File: src/rtl/qs_bank_sched_if.sv
// Agent-side bus of the bank scheduler: per-agent bank select, update strobe and
// proposed bank_state, plus the registered bank_state each agent currently sees.
interface qs_bank_sched_if #(
   parameter int BANKS = 4,
   parameter int N_W   = 10
);
   localparam int BW = $clog2(BANKS);
   localparam int SW = 3 + N_W;

   logic [2:0][BW-1:0] agent_bank;
   logic [2:0]         upd_vld;
   logic [2:0][SW-1:0] upd_state;
   logic [2:0][SW-1:0] view_state;

   modport master (output agent_bank, upd_vld, upd_state, input view_state);
   modport slave  (input agent_bank, upd_vld, upd_state, output view_state);
endinterface

File: src/rtl/qs_bank_sched.sv
// Bank status table shared by enq/sort/deq agents, with a round-robin scheduler
// that hands READY banks to the sort engine one at a time.
module qs_bank_sched #(
   parameter  int BANKS = 4,
   parameter  int N_W   = 10,
   localparam int BW    = $clog2(BANKS),
   localparam int SW    = 3 + N_W
) (
   input  logic           clk,
   input  logic           rst,
   qs_bank_sched_if.slave bus,
   output logic           sort_gnt_vld_r,
   output logic [BW-1:0]  sort_gnt_bank_r,
   output logic [BW:0]    idle_cnt_r,
   output logic           err_r,
   output logic [1:0]     err_agent_r
);
   localparam logic [2:0] ST_IDLE      = 3'd0;
   localparam logic [2:0] ST_LOADING   = 3'd1;
   localparam logic [2:0] ST_READY     = 3'd2;
   localparam logic [2:0] ST_SORTING   = 3'd3;
   localparam logic [2:0] ST_SORTED    = 3'd4;
   localparam logic [2:0] ST_UNLOADING = 3'd5;

   localparam logic [1:0] S_IDLE  = 2'd0;
   localparam logic [1:0] S_GRANT = 2'd1;
   localparam logic [1:0] S_BUSY  = 2'd2;

   localparam int AG_ENQ  = 0;
   localparam int AG_SORT = 1;
   localparam int AG_DEQ  = 2;

   logic [BANKS-1:0][2:0]     status_r, status_nx;
   logic [BANKS-1:0][N_W-1:0] n_r, n_nx;
   logic [1:0]                fsm_r;
   logic [BW-1:0]             rr_ptr_r;

   logic [2:0][2:0] cur_st, new_st;
   logic [2:0]      lost, upd_ok, upd_bad;
   logic [1:0]      first_bad;
   logic            pick_vld, sched_wr;
   logic [BW-1:0]   pick, idx;
   logic [BW:0]     idle_nx;

   function automatic logic legal_tr(input int agent, input logic [2:0] from, input logic [2:0] to);
      logic ok;
      case (agent)
         AG_ENQ:  ok = (from == ST_IDLE && to == ST_LOADING) ||
                       (from == ST_LOADING && (to == ST_LOADING || to == ST_READY));
         AG_SORT: ok = (from == ST_SORTING && (to == ST_SORTING || to == ST_SORTED));
         AG_DEQ:  ok = (from == ST_SORTED && to == ST_UNLOADING) ||
                       (from == ST_UNLOADING && (to == ST_UNLOADING || to == ST_IDLE));
         default: ok = 1'b0;
      endcase
      return ok;
   endfunction

   // Agents only ever see registered state; same-cycle updates are not bypassed.
   always_comb begin
      for (int a = 0; a < 3; a++) begin
         cur_st[a]          = status_r[bus.agent_bank[a]];
         new_st[a]          = bus.upd_state[a][SW-1:N_W];
         bus.view_state[a]  = {status_r[bus.agent_bank[a]], n_r[bus.agent_bank[a]]};
      end
   end

   // Same-bank collisions resolve deq > sort > enq; the losers count as illegal.
   always_comb begin
      lost[AG_DEQ]  = 1'b0;
      lost[AG_SORT] = bus.upd_vld[AG_DEQ] && (bus.agent_bank[AG_DEQ] == bus.agent_bank[AG_SORT]);
      lost[AG_ENQ]  = (bus.upd_vld[AG_DEQ]  && (bus.agent_bank[AG_DEQ]  == bus.agent_bank[AG_ENQ])) ||
                      (bus.upd_vld[AG_SORT] && (bus.agent_bank[AG_SORT] == bus.agent_bank[AG_ENQ]));
      for (int a = 0; a < 3; a++) begin
         upd_ok[a]  = bus.upd_vld[a] && !lost[a] && legal_tr(a, cur_st[a], new_st[a]);
         upd_bad[a] = bus.upd_vld[a] && !upd_ok[a];
      end
      first_bad = upd_bad[0] ? 2'd0 : (upd_bad[1] ? 2'd1 : 2'd2);
   end

   // Walk offsets high-to-low so the READY bank closest to rr_ptr wins.
   always_comb begin
      pick_vld = 1'b0;
      pick     = rr_ptr_r;
      idx      = '0;
      for (int k = BANKS - 1; k >= 0; k--) begin
         idx = rr_ptr_r + BW'(k);
         if (status_r[idx] == ST_READY) begin
            pick_vld = 1'b1;
            pick     = idx;
         end
      end
   end

   assign sched_wr = (fsm_r == S_IDLE) && pick_vld;

   // A READY bank admits no legal agent update, so the scheduler write never
   // collides with a committed agent write.
   always_comb begin
      status_nx = status_r;
      n_nx      = n_r;
      for (int a = 0; a < 3; a++) begin
         if (upd_ok[a]) begin
            status_nx[bus.agent_bank[a]] = new_st[a];
            n_nx[bus.agent_bank[a]]      = bus.upd_state[a][N_W-1:0];
         end
      end
      if (sched_wr)
         status_nx[pick] = ST_SORTING;
      idle_nx = '0;
      for (int b = 0; b < BANKS; b++)
         idle_nx = idle_nx + (BW+1)'(status_nx[b] == ST_IDLE);
   end

   always_ff @(posedge clk or negedge rst) begin
      if (!rst) begin
         status_r    <= '0;
         n_r         <= '0;
         idle_cnt_r  <= (BW+1)'(BANKS);
         err_r       <= 1'b0;
         err_agent_r <= 2'd0;
      end else begin
         status_r   <= status_nx;
         n_r        <= n_nx;
         idle_cnt_r <= idle_nx;
         if (|upd_bad) begin
            err_r <= 1'b1;
            if (!err_r)
               err_agent_r <= first_bad;
         end
      end
   end

   always_ff @(posedge clk or negedge rst) begin
      if (!rst) begin
         fsm_r           <= S_IDLE;
         rr_ptr_r        <= '0;
         sort_gnt_vld_r  <= 1'b0;
         sort_gnt_bank_r <= '0;
      end else begin
         sort_gnt_vld_r <= 1'b0;
         case (fsm_r)
            S_IDLE: begin
               if (pick_vld) begin
                  fsm_r           <= S_GRANT;
                  sort_gnt_bank_r <= pick;
                  sort_gnt_vld_r  <= 1'b1;
               end
            end
            S_GRANT: begin
               fsm_r    <= S_BUSY;
               rr_ptr_r <= sort_gnt_bank_r + BW'(1);
            end
            S_BUSY: begin
               if (status_r[sort_gnt_bank_r] != ST_SORTING)
                  fsm_r <= S_IDLE;
            end
            default: fsm_r <= S_IDLE;
         endcase
      end
   end
endmodule

File: src/flat_wrapper.sv
// flat-port wrapper written by rule: the top's interface ports become plain ports
module qs_bank_sched_flat 
#(
   parameter  int BANKS = 4,
   parameter  int N_W   = 10,
   localparam int BW    = $clog2(BANKS),
   localparam int SW    = 3 + N_W
)
  (clk, rst, sort_gnt_vld_r, sort_gnt_bank_r, idle_cnt_r, err_r, err_agent_r, bus_agent_bank, bus_upd_vld, bus_upd_state, bus_view_state);
  qs_bank_sched_if #(.BANKS(BANKS), .N_W(N_W)) bus_i ();
  input  logic clk;
  input  logic rst;
  output logic sort_gnt_vld_r;
  output logic [BW-1:0] sort_gnt_bank_r;
  output logic [BW:0] idle_cnt_r;
  output logic err_r;
  output logic [1:0] err_agent_r;
  input wire logic [$bits(bus_i.agent_bank)-1:0] bus_agent_bank;
  input wire logic [$bits(bus_i.upd_vld)-1:0] bus_upd_vld;
  input wire logic [$bits(bus_i.upd_state)-1:0] bus_upd_state;
  output wire logic [$bits(bus_i.view_state)-1:0] bus_view_state;
  assign bus_i.agent_bank = bus_agent_bank;
  assign bus_i.upd_vld = bus_upd_vld;
  assign bus_i.upd_state = bus_upd_state;
  assign bus_view_state = bus_i.view_state;
  qs_bank_sched #(.BANKS(BANKS), .N_W(N_W)) u_core (.clk(clk), .rst(rst), .bus(bus_i), .sort_gnt_vld_r(sort_gnt_vld_r), .sort_gnt_bank_r(sort_gnt_bank_r), .idle_cnt_r(idle_cnt_r), .err_r(err_r), .err_agent_r(err_agent_r));
endmodule
File: config.mk
export PLATFORM = sky130hd
export DESIGN_NAME = qs_bank_sched_flat
export DESIGN_NICKNAME = d
export VERILOG_FILES = /design/src/rtl/qs_bank_sched_if.sv /design/src/rtl/qs_bank_sched.sv /design/src/flat_wrapper.sv
export SDC_FILE = /design/constraint.sdc
export NUM_CORES = 1
export LEC_CHECK = 0
export BUFFER_PORTS_ARGS = -buffer_cell sky130_fd_sc_hd__buf_4
export CAP_MARGIN = 20
export CORE_MARGIN = 2
export CORE_UTILIZATION = 55
export DETAILED_ROUTE_END_ITERATION = 6
export HOLD_SLACK_MARGIN = 0.05
export PLACE_DENSITY_LB_ADDON = 0.15
export SETUP_SLACK_MARGIN = 0.15
export SYNTH_ARGS = -nofsm -noshare
export SYNTH_HDL_FRONTEND = slang
export SYNTH_SLANG_ARGS = --single-unit
File: constraint.sdc
create_clock -name clk -period 3.5 [get_ports clk]
set_input_delay 0.175 -clock clk [delete_from_list [all_inputs] [get_ports clk]]
set_output_delay 0.175 -clock clk [all_outputs]
set_load 0.005 [all_outputs]
Word-level counts from Yosys, hierarchy flattened
Cells that the tools add are included.
Operators by class
  add/subtract/negate cells: 7
  order comparisons: 13
  equality and inequality tests: 21
  mux-type cells: 64
  bitwise operators: 4
  reduce and logical (&&, ||, !) cells: 43
Operator list (count)
  $bwmux W40: 3
  $mux W40: 3
  $bmux W10 S2: 3
  $demux W10 S2: 3
  $mux W10: 6
  $bmux W3 S2: 8
  $mux W12: 4
  $bwmux W12: 3
  $mux W3: 12
  $lt A2 B3 Y1 const B: 9
  $demux W3 S2: 4
  $eq A3 B2 Y1 const B: 7
  $logic_and A1 B1 Y1: 21
  $logic_not A3 Y1: 6
  $mux W2: 8
  $eq A3 B3 Y1 const B: 4
  $ge A2 B1 Y1 const B: 4
  $or A8 B8 Y8: 1
  $add A3 B1 Y3: 2
  $eq A2 B2 Y1: 3
  $eq A3 B1 Y1 const B: 2
  $logic_or A1 B1 Y1: 6
  $mux W1: 6
  $pmux W2 S3: 1
  14 further kinds: 23
Word-level totals
  bits in registers: 65
  input port bits: 50
  logic and storage cells: 167

Depth between registers and ports, before layout
Gate-level depths: netlist of the first run.
  word-level depth: 19
  depth in mapped cells: 14
  mapped depth without buffers: 11

Worst setup path after synthesis of the first run
OpenSTA, ideal clock, no wires.
  path kind: flip-flop to flip-flop
  start: register u_core.status_r[7] in the netlist's numbering
  end: register u_core.idle_cnt_r[1]
  arrival: 2912 ps
  data required time: 3374 ps
  path slack: 462 ps
  stages on the path, launching flop included: 14
  buffers on the path: 2
  cell sequence: dfrtp_1 -> buf_6 -> mux4_2 -> or3b_1 -> or2_1 -> buf_6 -> o22ai_1 -> a31oi_1 -> nor2_1 -> ha_1 -> inv_1 -> fa_1 -> inv_1 -> ha_1
On the way
  elaborated cells between the ends (all ways): 64
  those cells by class: add/sub (3); order compare (2); eq/ne (8); mux (31); bitwise (3); reduce/logical (17)
RTL lines
  start: declaration: line qs_bank_sched.sv:33  | logic [BANKS-1:0][2:0] status_r, status_nx;
  start signal: assignment: line qs_bank_sched.sv:122  | status_r <= status_nx;
  $bmux W3 S2 *
  $mux W3 *
  named net bus_view_state[37]: line flat_wrapper.sv:21  | output wire logic [$bits(bus_i.view_state)-1:0] bus_view_state;
  $eq A3 B3 Y1 (on tied branches): line qs_bank_sched.sv:51, qs_bank_sched.sv:52
  $logic_and A1 B1 Y1 (on tied branches): line qs_bank_sched.sv:51, qs_bank_sched.sv:52
  $logic_or A1 B1 Y1 *: line qs_bank_sched.sv:51  | AG_DEQ: ok = (from == ST_SORTED && to == ST_UNLOADING) ||
  $logic_and A1 B1 Y1 *: line qs_bank_sched.sv:74  | upd_ok[a] = bus.upd_vld[a] && !lost[a] && legal_tr(a, cur_st[a], new_st[a]);
  $mux W12 *: line qs_bank_sched.sv:102  | if (upd_ok[a]) begin
  $or A8 B8 Y8 (no source line) / $and A4 B4 Y4 (equally long branches)
  $mux W12 *: line qs_bank_sched.sv:107  | if (sched_wr)
  $logic_not A3 Y1: line qs_bank_sched.sv:111  | idle_nx = idle_nx + (BW+1)'(status_nx[b] == ST_IDLE);
  $add A1 B1 Y2: line qs_bank_sched.sv:111
  $add A3 B1 Y3: line qs_bank_sched.sv:111
  $add A3 B1 Y3 *: line qs_bank_sched.sv:111
  named net u_core.idle_nx[1]: line qs_bank_sched.sv:43  | logic [BW:0] idle_nx;
  end signal: assignment: line qs_bank_sched.sv:118  | idle_cnt_r <= (BW+1)'(BANKS);
  end signal: assignment: line qs_bank_sched.sv:124  | idle_cnt_r <= idle_nx;
  end: declaration: line qs_bank_sched.sv:14  | output logic [BW:0] idle_cnt_r,
The timed path passes the listed nets; every way through them passes the cells marked *. The select of a mux whose other input is x is not followed.
A chain may end at the register's enable or synchronous reset.

Worst setup path after layout of the first run
  start: register u_core.status_r[8] in the netlist's numbering
  end: register u_core.idle_cnt_r[1]
On the way
  word-level cells in the longest chain between the ends: 18
  elaborated cells between the ends (all ways): 64
  those cells by class: add/sub (3); order compare (2); eq/ne (8); mux (31); bitwise (3); reduce/logical (17)
RTL lines
  $bmux W3 S2: line qs_bank_sched.sv:87  | if (status_r[idx] == ST_READY) begin
  $mux W3 (not written as such): line qs_bank_sched.sv:87
  $eq A3 B2 Y1: line qs_bank_sched.sv:87
  $mux W2 (4 in series): line qs_bank_sched.sv:87
  $lt A2 B3 Y1 (not written as such) / $ge A2 B1 Y1 (equally long branches): line qs_bank_sched.sv:108  | status_nx[pick] = ST_SORTING;
  $logic_and A1 B1 Y1 (not written as such): line qs_bank_sched.sv:108
  $mux W3 (not written as such): line qs_bank_sched.sv:108
  $demux W3 S2
  $not A4 Y4 (no source line)
  $and A4 B4 Y4 (no source line)
  $mux W12 *: line qs_bank_sched.sv:107
  $logic_not A3 Y1: line qs_bank_sched.sv:111
  $add A1 B1 Y2: line qs_bank_sched.sv:111
  $add A3 B1 Y3: line qs_bank_sched.sv:111
  $add A3 B1 Y3 *: line qs_bank_sched.sv:111
  named net u_core.idle_nx[1]: line qs_bank_sched.sv:43
Marks and branches as above.

==> impl_metrics.py, run 1 <==
metrics = {
    "status": {
        "outcome": "finished clean",
    },
    "global_route": {
        "grt_max_degree": 66,
        "use_met1_pct": 48.01,
        "top_usage_layer": "met2",
        "grt_pass1_wl_microns": 26640,
        "antenna_found_initial": 0,
        "grt.total_usage_pct": 35.51,
        "overflow": 0,
        "use_met2_pct": 56.08,
        "grt.met3_usage_pct": 7.027,
        "grt_pass1_vias": 5006,
    },
    "routing": {
        "first_iter_violations": 506,
        "viasPerCell": 6.961,
        "antenna_left": 0,
        "drc": 0,
        "routedWlPerCell_microns": 23.78,
        "vias": 4998,
        "wl_microns": 17080,
        "dr.pass1.iters": 5,
    },
    "worst_setup_path": {
        "path_class": "reg2reg",
        "cp_max_fo": 8,
        "reg2regPathDepth": 9,
        "r2r_end": "u_core.idle_cnt_r[1]",
        "worst_setup_path_end_kind": "flip-flop",
        "regToRegSetupSlack_ps": 290,
        "start_kind": "flip-flop",
        "r2r_start": "u_core.status_r[8]",
        "arrival_ps": 3450,
        "crit_required_ps": 3740,
    },
    "synth": {
        "syn-instance-count": 510,
        "syn-num-nets": 563,
        "synth-edff-count": 0,
        "ys_ff_latch": 65,
        "synth_warnings": 0,
        "syn_area_sq_um": 5040,
        "syn_avg_cell_area_sq_um": 9.882,
        "ys.flop_type": "dfrtp_1",
        "yosysUniqueCellTypes": 71,
        "ys_seq_area_share_pct": 32.30,
        "async_flop_share_pct": 100.0,
    },
    "timing": {
        "setup_ws_ps": 290.0,
        "hold_viol_final": 0,
        "slew_headroom_pct": 36.78,
        "fin_setup_tns_ps": 0,
        "slew_viol_final": 0,
        "setup-violations-final": 0,
        "rsz0062_at_grt": "no",
        "holdWs_ps": 60.27,
        "fmax_mhz": 311.5,
        "worst_pin_slew_ps": 947.7,
        "clock_skew_ps": 12.88,
        "min_period_ps": 3210,
        "fin_crit_sh_pct": 91.71,
    },
    "pwr": {
        "power_density_nw_per_um2": 705.4,
        "vdd.ir_drop.worst_mv": 0.4294,
        "leakagePower_uw": 0.002614,
    },
    "finish": {
        "area_growth_pct": 22.94,
        "drive_gt1_share_pct": 32.79,
        "n_fill_cell": 677,
        "antenna_cells": 0,
        "multi_input_comb_area_sq_um": 3137,
        "layout.cells.non_filler": 718,
        "ff_latch_area_sq_um": 1628,
        "nNetsFinal": 658,
    },
    "cts": {
        "clk_pin_slew_ps": 80,
        "cts-root-buf": "clkbuf_8",
        "clock_latency_ps": 360,
        "cts_buffers": 9,
        "post_cts_buffers": 0,
        "cts_tree": "yes",
        "htreeDepth": 3,
        "clkSinkCount": 65,
        "clk_path_buf_depth": 2,
    },
    "worst_hold_path": {
        "hp-class": "in2reg",
        "holdPathStages": 3,
        "worstHoldEndpoint": "u_core.n_r[35]",
        "hp-start": "bus_upd_state[31]",
    },
    "floorplanning": {
        "io_pins": 98,
        "dieArea_sq_um": 9945,
        "initial_core_util_pct": 57.23,
        "chipWidth_microns": 99.73,
        "dieHeight_microns": 99.73,
        "rows": 34,
        "coreArea_sq_um": 8806,
    },
    "placed_design": {
        "place.gp.congestion": 0.9805,
        "io_buffers": 97,
        "dp_hpwl_microns": 11540,
        "dp_cells": 697,
        "dp_slack_ps": 257.9,
    },
    "run": {
        "drv_cap": 0,
    },
}
## registers in the layout, summed over array words and instances, names as in the netlist
signal	count
u_core.err_agent_r	2
u_core.err_r	1
u_core.fsm_r	2
u_core.idle_cnt_r	3
u_core.n_r	40
u_core.rr_ptr_r	2
u_core.sort_gnt_bank_r	2
u_core.sort_gnt_vld_r	1
u_core.status_r	12
## where the power goes
part           switching [uW]  internal, uW  total (uW)
Combinational             893          1200        2090
Clock                     322           532         854
Sequential                354          1070        1420
Total                    1570          2800        4370
## cell usage after synthesis (11+ instances only)
| cell type | number | area, sq um |
|---|---|---|
| dfrtp_1 | 64 | 1602 |
| a22o_1 | 11 | 96.34 |
| a21oi_1 | 17 | 85.08 |
| nor2_1 | 59 | 221.5 |
| o21ai_0 | 40 | 200.2 |
| o211a_1 | 11 | 110.1 |
| inv_1 | 20 | 75.07 |
| o22ai_1 | 12 | 75.07 |
| mux4_2 | 38 | 855.8 |
| o211ai_1 | 12 | 90.09 |
| nand2_1 | 30 | 112.6 |
| clkbuf_1 | 21 | 78.83 |
| o31ai_1 | 12 | 90.09 |
| mux2i_1 | 14 | 140.1 |
## layer usage
metal / up-vias / part of all wire (%)
li1: 2136 / -
met2: 358 / 47
met1: 2454 / 39
met5: - / 0
met3: 50 / 11
met4: 0 / 2.7
## critical path: stages (launching register included)
cell       delay [ps]
dfrtp_1           500
mux4_2            560
a31oi_4           190
nand4b_1          220
o21a_1            250
a2111oi_0         470
o21ai_1           180
fa_1              440
inv_1              70
ha_1              220
## how the worst max path moves through the flow
stage | from | endpoint
after floorplan | u_core.status_r[7] | u_core.idle_cnt_r[1]
after global placement | bus_agent_bank[4] | u_core.idle_cnt_r[1]
after detailed placement | bus_agent_bank[4] | u_core.idle_cnt_r[1]
after CTS | u_core.status_r[8] | u_core.idle_cnt_r[1]
after global routing | u_core.status_r[10] | u_core.idle_cnt_r[1]
final | u_core.status_r[8] | u_core.idle_cnt_r[1]
## area by class of cell
cell class                 instances  area share (%)
clock buffer                      12           2.666
sequential                        65           26.27
inverter                          20           1.212
multi-input combinational        383           50.63
tap                              108           2.181
timing repair buffer             126           15.47
clock inverter                     4           1.575
## cell usage in the layout, fill, tap and decap left out, drive strengths merged, types with 4 or more instances in the layout
master	instances
buf	121
dfrtp	64
nor2	62
o21ai	44
mux4	38
nand2	30
o31ai	22
inv	20
a21oi	17
mux2i	14
o22ai	13
o211ai	12
clkbuf	12
o211a	11
a22o	11
nand3	10
nand2b	10
o311a	10
xnor2	7
a31oi	6
dlygate4sd3	5
nor3	5
nor3b	4
and2	4
or2	4
or3b	4
## stage by stage
stage | util, % | area, sq um | total power, uW
finish | 70.36 | 6196 | 4370
global route | 70.36 | 6196 | 4616
CTS | 70.36 | 6196 | 4343
detailed placement | 66.81 | 5883 | 3475
global placement | 66.81 | 5883 | 3405
floorplan | - | 5040 | 2589
## repair_timing
action                    in CTS  in global routing
resized for setup              0                  0
hold endpoints to repair      68                  0
hold buffers                   5                  0
## logic make-up after synthesis
family,after synthesis,share of synthesized area (%)
AOI/OAI and AO/OA,166,24.45
xor gates and xnor gates,7,1.217
adders and majority gates,3,0.8937
buffers and inverters,62,5.462
DFF,65,32.30
muxes,53,19.98
and+or+nand+nor,154,15.69
No activity file was read; power rests on OpenSTA's default activity.
==> run 2: changes to the inputs <==
--- a/config.mk
+++ b/config.mk
@@ -7,11 +7,11 @@
 export LEC_CHECK = 0
 export BUFFER_PORTS_ARGS = -buffer_cell sky130_fd_sc_hd__buf_4
 export CAP_MARGIN = 20
-export CORE_MARGIN = 2
 export CORE_UTILIZATION = 55
 export DETAILED_ROUTE_END_ITERATION = 6
 export HOLD_SLACK_MARGIN = 0.05
 export PLACE_DENSITY_LB_ADDON = 0.15
+export RECOVER_POWER = 50
 export SETUP_SLACK_MARGIN = 0.15
 export SYNTH_ARGS = -nofsm -noshare
 export SYNTH_HDL_FRONTEND = slang
==> impl_metrics.py, run 2 (synthesis gave the netlist of run 1 again) <==
metrics = {
    "worst_setup_path": {
        "crit_buf_inv": 1,
        "regToRegSetupSlack_ps": 90,
        "max_stage_delay_ps": 760,
        "crit_cells": 9,
        "cp_cell_sequence": "mux4_2 > a31oi_4 > nand4b_1 > o21a_1 > a2111oi_0 > o21ai_1 > fa_1 > inv_1 > ha_1",
        "crit_path_end": "u_core.idle_cnt_r[1]",
        "path_class": "reg2reg",
        "crit_required_ps": 3730,
        "start_kind": "flip-flop",
        "startpoint": "u_core.status_r[11]",
        "r2r_end": "u_core.idle_cnt_r[1]",
        "path_delay_family": "compound AO/OA/AOI/OAI gates",
        "worst_setup_path_end_kind": "flip-flop",
        "r2r_start": "u_core.status_r[11]",
        "arrival_ps": 3640,
        "reg2regPathDepth": 9,
        "cp_max_fo": 9,
        "cpMaxStageDelayCell": "a2111oi_0",
    },
    "finish": {
        "n_fill_cell": 707,
        "fin_area_sq_um": 6055,
        "area_growth_pct": 20.13,
        "largest_reg_flops": 40,
        "mostFrequentLayoutCell": "buf_4",
        "drive_gt1_share_pct": 32.56,
        "ff_latch_area_sq_um": 1628,
        "largest_register": "u_core.n_r",
        "final_cell_mix": "buf_4 (101), dfrtp_1 (64), nor2_1 (59), o21ai_0 (40), mux4_2 (38)",
        "top_regs": "u_core.n_r x40, u_core.status_r x12, u_core.idle_cnt_r x3",
        "antenna_cells": 0,
        "multi_input_comb_area_sq_um": 3146,
        "nNetsFinal": 654,
    },
    "routing": {
        "vias": 4884,
        "viasPerCell": 6.850,
        "routedWlPerCell_microns": 23.10,
        "wl_microns": 16470,
        "dr.pass1.iters": 7,
        "drc": 16,
        "first_iter_violations": 374,
        "antenna_left": 0,
    },
    "global_route": {
        "grt_pass1_wl_microns": 25610,
        "overflow": 0,
        "grt.total_usage_pct": 35.55,
        "grt_max_degree": 66,
        "grt_pass1_vias": 4717,
        "antenna_found_initial": 0,
    },
    "timing": {
        "fmax_mhz": 293.3,
        "worst_pin_slew_ps": 1664,
        "slew_headroom_pct": -10.95,
        "rsz0062_at_grt": "no",
        "setup-violations-final": 0,
        "setup_ws_ps": 90.46,
        "hold_viol_final": 0,
        "fin_setup_tns_ps": 0,
        "min_period_ps": 3410,
        "holdWs_ps": 69.45,
        "clock_skew_ps": 13.42,
        "slew_viol_final": 66,
        "fin_crit_sh_pct": 97.42,
    },
    "placed_design": {
        "place.gp.congestion": 0.9543,
        "io_buffers": 97,
        "dp_hpwl_microns": 11160,
        "placed_area_sq_um": 5883,
        "dp_slack_ps": 259.0,
    },
    "cts": {
        "clk_pin_slew_ps": 80,
        "clock_latency_ps": 350,
        "cts_buffers": 9,
        "clk_path_buf_depth": 2,
        "post_cts_buffers": 0,
        "cts-root-buf": "clkbuf_8",
        "cts_tree": "yes",
        "clkSinkCount": 65,
        "htreeDepth": 3,
    },
    "floorplanning": {
        "chipWidth_microns": 97.73,
        "dieHeight_microns": 97.73,
        "initial_core_util_pct": 57.23,
        "io_pins": 98,
        "coreArea_sq_um": 8806,
        "rows": 34,
        "dieArea_sq_um": 9550,
    },
    "status": {
        "violations": "design-rule violations, max-capacitance violations, max-slew violations",
        "outcome": "finished, violations left",
    },
    "worst_hold_path": {
        "hp-start": "bus_upd_state[29]",
        "hp-class": "in2reg",
    },
    "pwr": {
        "vdd.ir_drop.worst_mv": 0.4103,
        "leakagePower_uw": 0.002539,
        "power_density_nw_per_um2": 666.7,
    },
    "run": {
        "drv_cap": 1,
    },
}
==> run 2: how the worst min path moves through the flow <==
stage	endpoint	slack, ps	cells after the start
CTS	u_core.n_r[3]	60	3
global placement	u_core.n_r[19]	340	1
global route	u_core.n_r[6]	60	3
finish	u_core.n_r[3]	70	3
floorplan	u_core.err_agent_r[0]	-120	0
detailed placement	u_core.n_r[19]	330	1
==> run 2: timing repair <==
action,CTS,global route
hold endpoints to repair,64,0
setup endpoints to repair,0,1
hold buffers,1,0
gates resized for setup,0,2
==> run 2: worst reg2reg max path: cells and delay by family (launching register included) <==
| kind | cells | cell delay (ps) |
|---|---|---|
| simple gates | 1 | 160 |
| buf+inv | 1 | 70 |
| fa+ha+maj | 2 | 670 |
| flops | 1 | 460 |
| compound gates | 4 | 1390 |
| mux | 1 | 550 |
==> run 2: metal layers <==
layer | global-route usage [%] | routed length, microns | up-vias
li1 | - | - | 2137
met1 | 47.53 | 6279 | 2384
met2 | 57.01 | 8068 | 324
met3 | 5.899 | 1576 | 39
met4 | 16.67 | 546 | 0
met5 | 0 | 0 | -
==> run 2: power breakdown <==
part           switching (uW)  internal, uW
registers                 371          1070
clock network             298           271
logic                     847          1180
total                    1520          2520
==> run 2: per-stage QoR <==
stage / instances / util (%) / total power (uW)
after global routing: 713 / 68.76 / 4267
after global placement: 697 / 66.81 / 3382
after CTS: 713 / 68.77 / 4024
final: 713 / 68.76 / 4037
after detailed placement: 697 / 66.81 / 3454
after floorplan: 510 / - / 2589
==> run 2: area by class of cell <==
type                    count  share of cell area (%)
multi-input cells         383                   51.95
flip-flops and latches     65                   26.89
clock buffers              12                   2.397
inverters                  20                   1.240
well taps                 108                   2.232
repair buffers            122                   15.00
clock inverters             3                  0.2893
==> run 3: changes to the inputs <==
==> constraint.sdc (replaced) <==
create_clock -name clk -period 3.3 [get_ports clk]
set_input_delay 0.165 -clock clk [delete_from_list [all_inputs] [get_ports clk]]
set_output_delay 0.165 -clock clk [all_outputs]
set_load 0.005 [all_outputs]
==> impl_metrics.py, run 3 (synthesis gave the netlist of run 1 again) <==
metrics = {
    "floorplanning": {
        "dieHeight_microns": 97.73,
        "io_pins": 98,
        "initial_core_util_pct": 57.23,
        "rows": 34,
        "coreArea_sq_um": 8806,
        "chipWidth_microns": 97.73,
        "dieArea_sq_um": 9550,
    },
    "timing": {
        "clock_skew_ps": 12.38,
        "worst_pin_slew_ps": 1705,
        "slew_headroom_pct": -13.67,
        "rsz0062_at_grt": "no",
        "slew_viol_final": 66,
        "setup_ws_ps": 267.0,
        "min_period_ps": 3033,
        "setup-violations-final": 0,
        "hold_viol_final": 0,
        "fin_crit_sh_pct": 91.91,
        "fmax_mhz": 329.7,
        "fin_setup_tns_ps": 0,
    },
    "routing": {
        "wl_microns": 16690,
        "dr.pass1.iters": 7,
        "antenna_left": 0,
        "drc": 26,
        "vias": 4939,
        "viasPerCell": 6.803,
        "routedWlPerCell_microns": 22.98,
        "first_iter_violations": 392,
    },
    "global_route": {
        "grt_pass1_vias": 4819,
        "overflow": 0,
        "grt_max_degree": 66,
        "grt_pass1_wl_microns": 25760,
        "grt.total_usage_pct": 35.72,
        "antenna_found_initial": 0,
    },
    "cts": {
        "clk_pin_slew_ps": 80,
        "cts_tree": "yes",
        "cts_buffers": 9,
        "htreeDepth": 3,
        "cts-root-buf": "clkbuf_8",
        "clk_path_buf_depth": 2,
        "clkSinkCount": 65,
        "clock_latency_ps": 360,
    },
    "placed_design": {
        "dp_slack_ps": 150.7,
        "placed_area_sq_um": 5906,
        "place.gp.congestion": 0.9901,
        "io_buffers": 97,
        "dp_cells": 700,
        "dp_hpwl_microns": 11270,
    },
    "finish": {
        "n_fill_cell": 680,
        "area_growth_pct": 24.08,
        "final_cell_mix": "buf_4 (103), dfrtp_1 (62), nor2_1 (59), o21ai_0 (40), mux4_2 (38)",
        "nNetsFinal": 666,
        "largest_reg_flops": 40,
        "drive_gt1_share_pct": 33.66,
        "largest_register": "u_core.n_r",
        "top_regs": "u_core.n_r x40, u_core.status_r x12, u_core.idle_cnt_r x3",
        "mostFrequentLayoutCell": "buf_4",
        "antenna_cells": 0,
        "ff_latch_area_sq_um": 1630,
        "layout.cells.non_filler": 726,
        "fin_area_sq_um": 6254,
        "multi_input_comb_area_sq_um": 3157,
    },
    "worst_hold_path": {
        "hp-class": "in2reg",
    },
    "pwr": {
        "leakagePower_uw": 0.002627,
        "power_density_nw_per_um2": 719.2,
        "power.total_uw": 4497,
        "vdd.ir_drop.worst_mv": 0.4659,
    },
    "run": {
        "drv_cap": 1,
    },
    "worst_setup_path": {
        "start_kind": "flip-flop",
        "cp_max_fo": 9,
        "cp_cell_sequence": "mux4_2 > a31oi_4 > nand4b_1 > o21a_1 > a2111oi_2 > o21ai_1 > fa_1 > inv_1 > ha_1",
        "crit_required_ps": 3530,
        "worst_setup_path_end_kind": "flip-flop",
        "arrival_ps": 3260,
        "cpMaxStageDelayCell": "mux4_2",
        "path_class": "reg2reg",
        "max_stage_delay_ps": 540,
    },
    "status": {
        "outcome": "finished, violations left",
        "violations": "design-rule violations, max-capacitance violations, max-slew violations",
    },
}
[run 3: cell types whose count changed in the layout (fill, tap and decap cells not counted), sizes merged]
| cell | change |
|---|---|
| dlygate4sd3 | +9 |
| buf | +2 |
| bufinv | +2 |
| inv | +2 |
| clkinv | -1 |
| clkinvlp | -1 |
[run 3: path summary, 6_finish.rpt]
path / slack [ps] / depth (start not counted) / start / to
max in group asynchronous: 1360 / 2 / rst / u_core.status_r[2]
max: 270 / 9 / u_core.status_r[11] / u_core.idle_cnt_r[1]
min reg2reg: 510 / 1 / u_core.err_agent_r[1] / u_core.err_agent_r[1]
min: 70 / 3 / bus_upd_state[27] / u_core.n_r[31]
max reg2reg: 270 / 9 / u_core.status_r[11] / u_core.idle_cnt_r[1]
min in group asynchronous: 780 / 2 / rst / u_core.n_r[19]
[run 3: layout make-up]
class,instances,area share (%)
inverters,20,1.200
repair buffers,134,16.45
well taps,108,2.161
flip-flops and latches,65,26.07
clock inverters,5,1.381
clock buffers,11,2.261
multi-input cells,383,50.48
[run 3: repair_timing]
item                       4_1_cts  5_1_grt
hold endpoints to repair        77        0
setup endpoints to repair        1        1
setup buffers                    0        0
gates cloned                     0        0
gates resized for setup          1        6
hold buffers                    10        0
[run 3: per-stage QoR]
stage,hold slack (ps),utilization [%]
after floorplan,-130.6,-
after global placement,330.4,67.06
after detailed placement,335.5,67.06
after CTS,57.92,70.80
after global routing,69.53,71.01
final,70.84,71.01
[run 3: metal layers]
metal	part of all wire [%]	GRT usage [%]
met5	0	0
met4	2.9	16.67
met3	9.2	7.770
met2	50	59.63
met1	38	44.49
[run 3: worst max-delay path, delay by kind of cell, from the launching register on]
family                     cells  cell delay (ps)
buffers and inverters          1               60
and+or+nand+nor                1              220
muxes                          1              540
AOI/OAI and AO/OA              4              980
DFF                            1              470
adders and majority gates      2              640
[run 3: report_power, final]
| group | internal, uW | switching, uW | leakage (uW) |
|---|---|---|---|
| registers | 1140 | 370 | 0.000793 |
| clock network | 453 | 346 | 0.000115 |
| logic | 1270 | 927 | 0.00172 |
| total | 2860 | 1640 | 0.00263 |
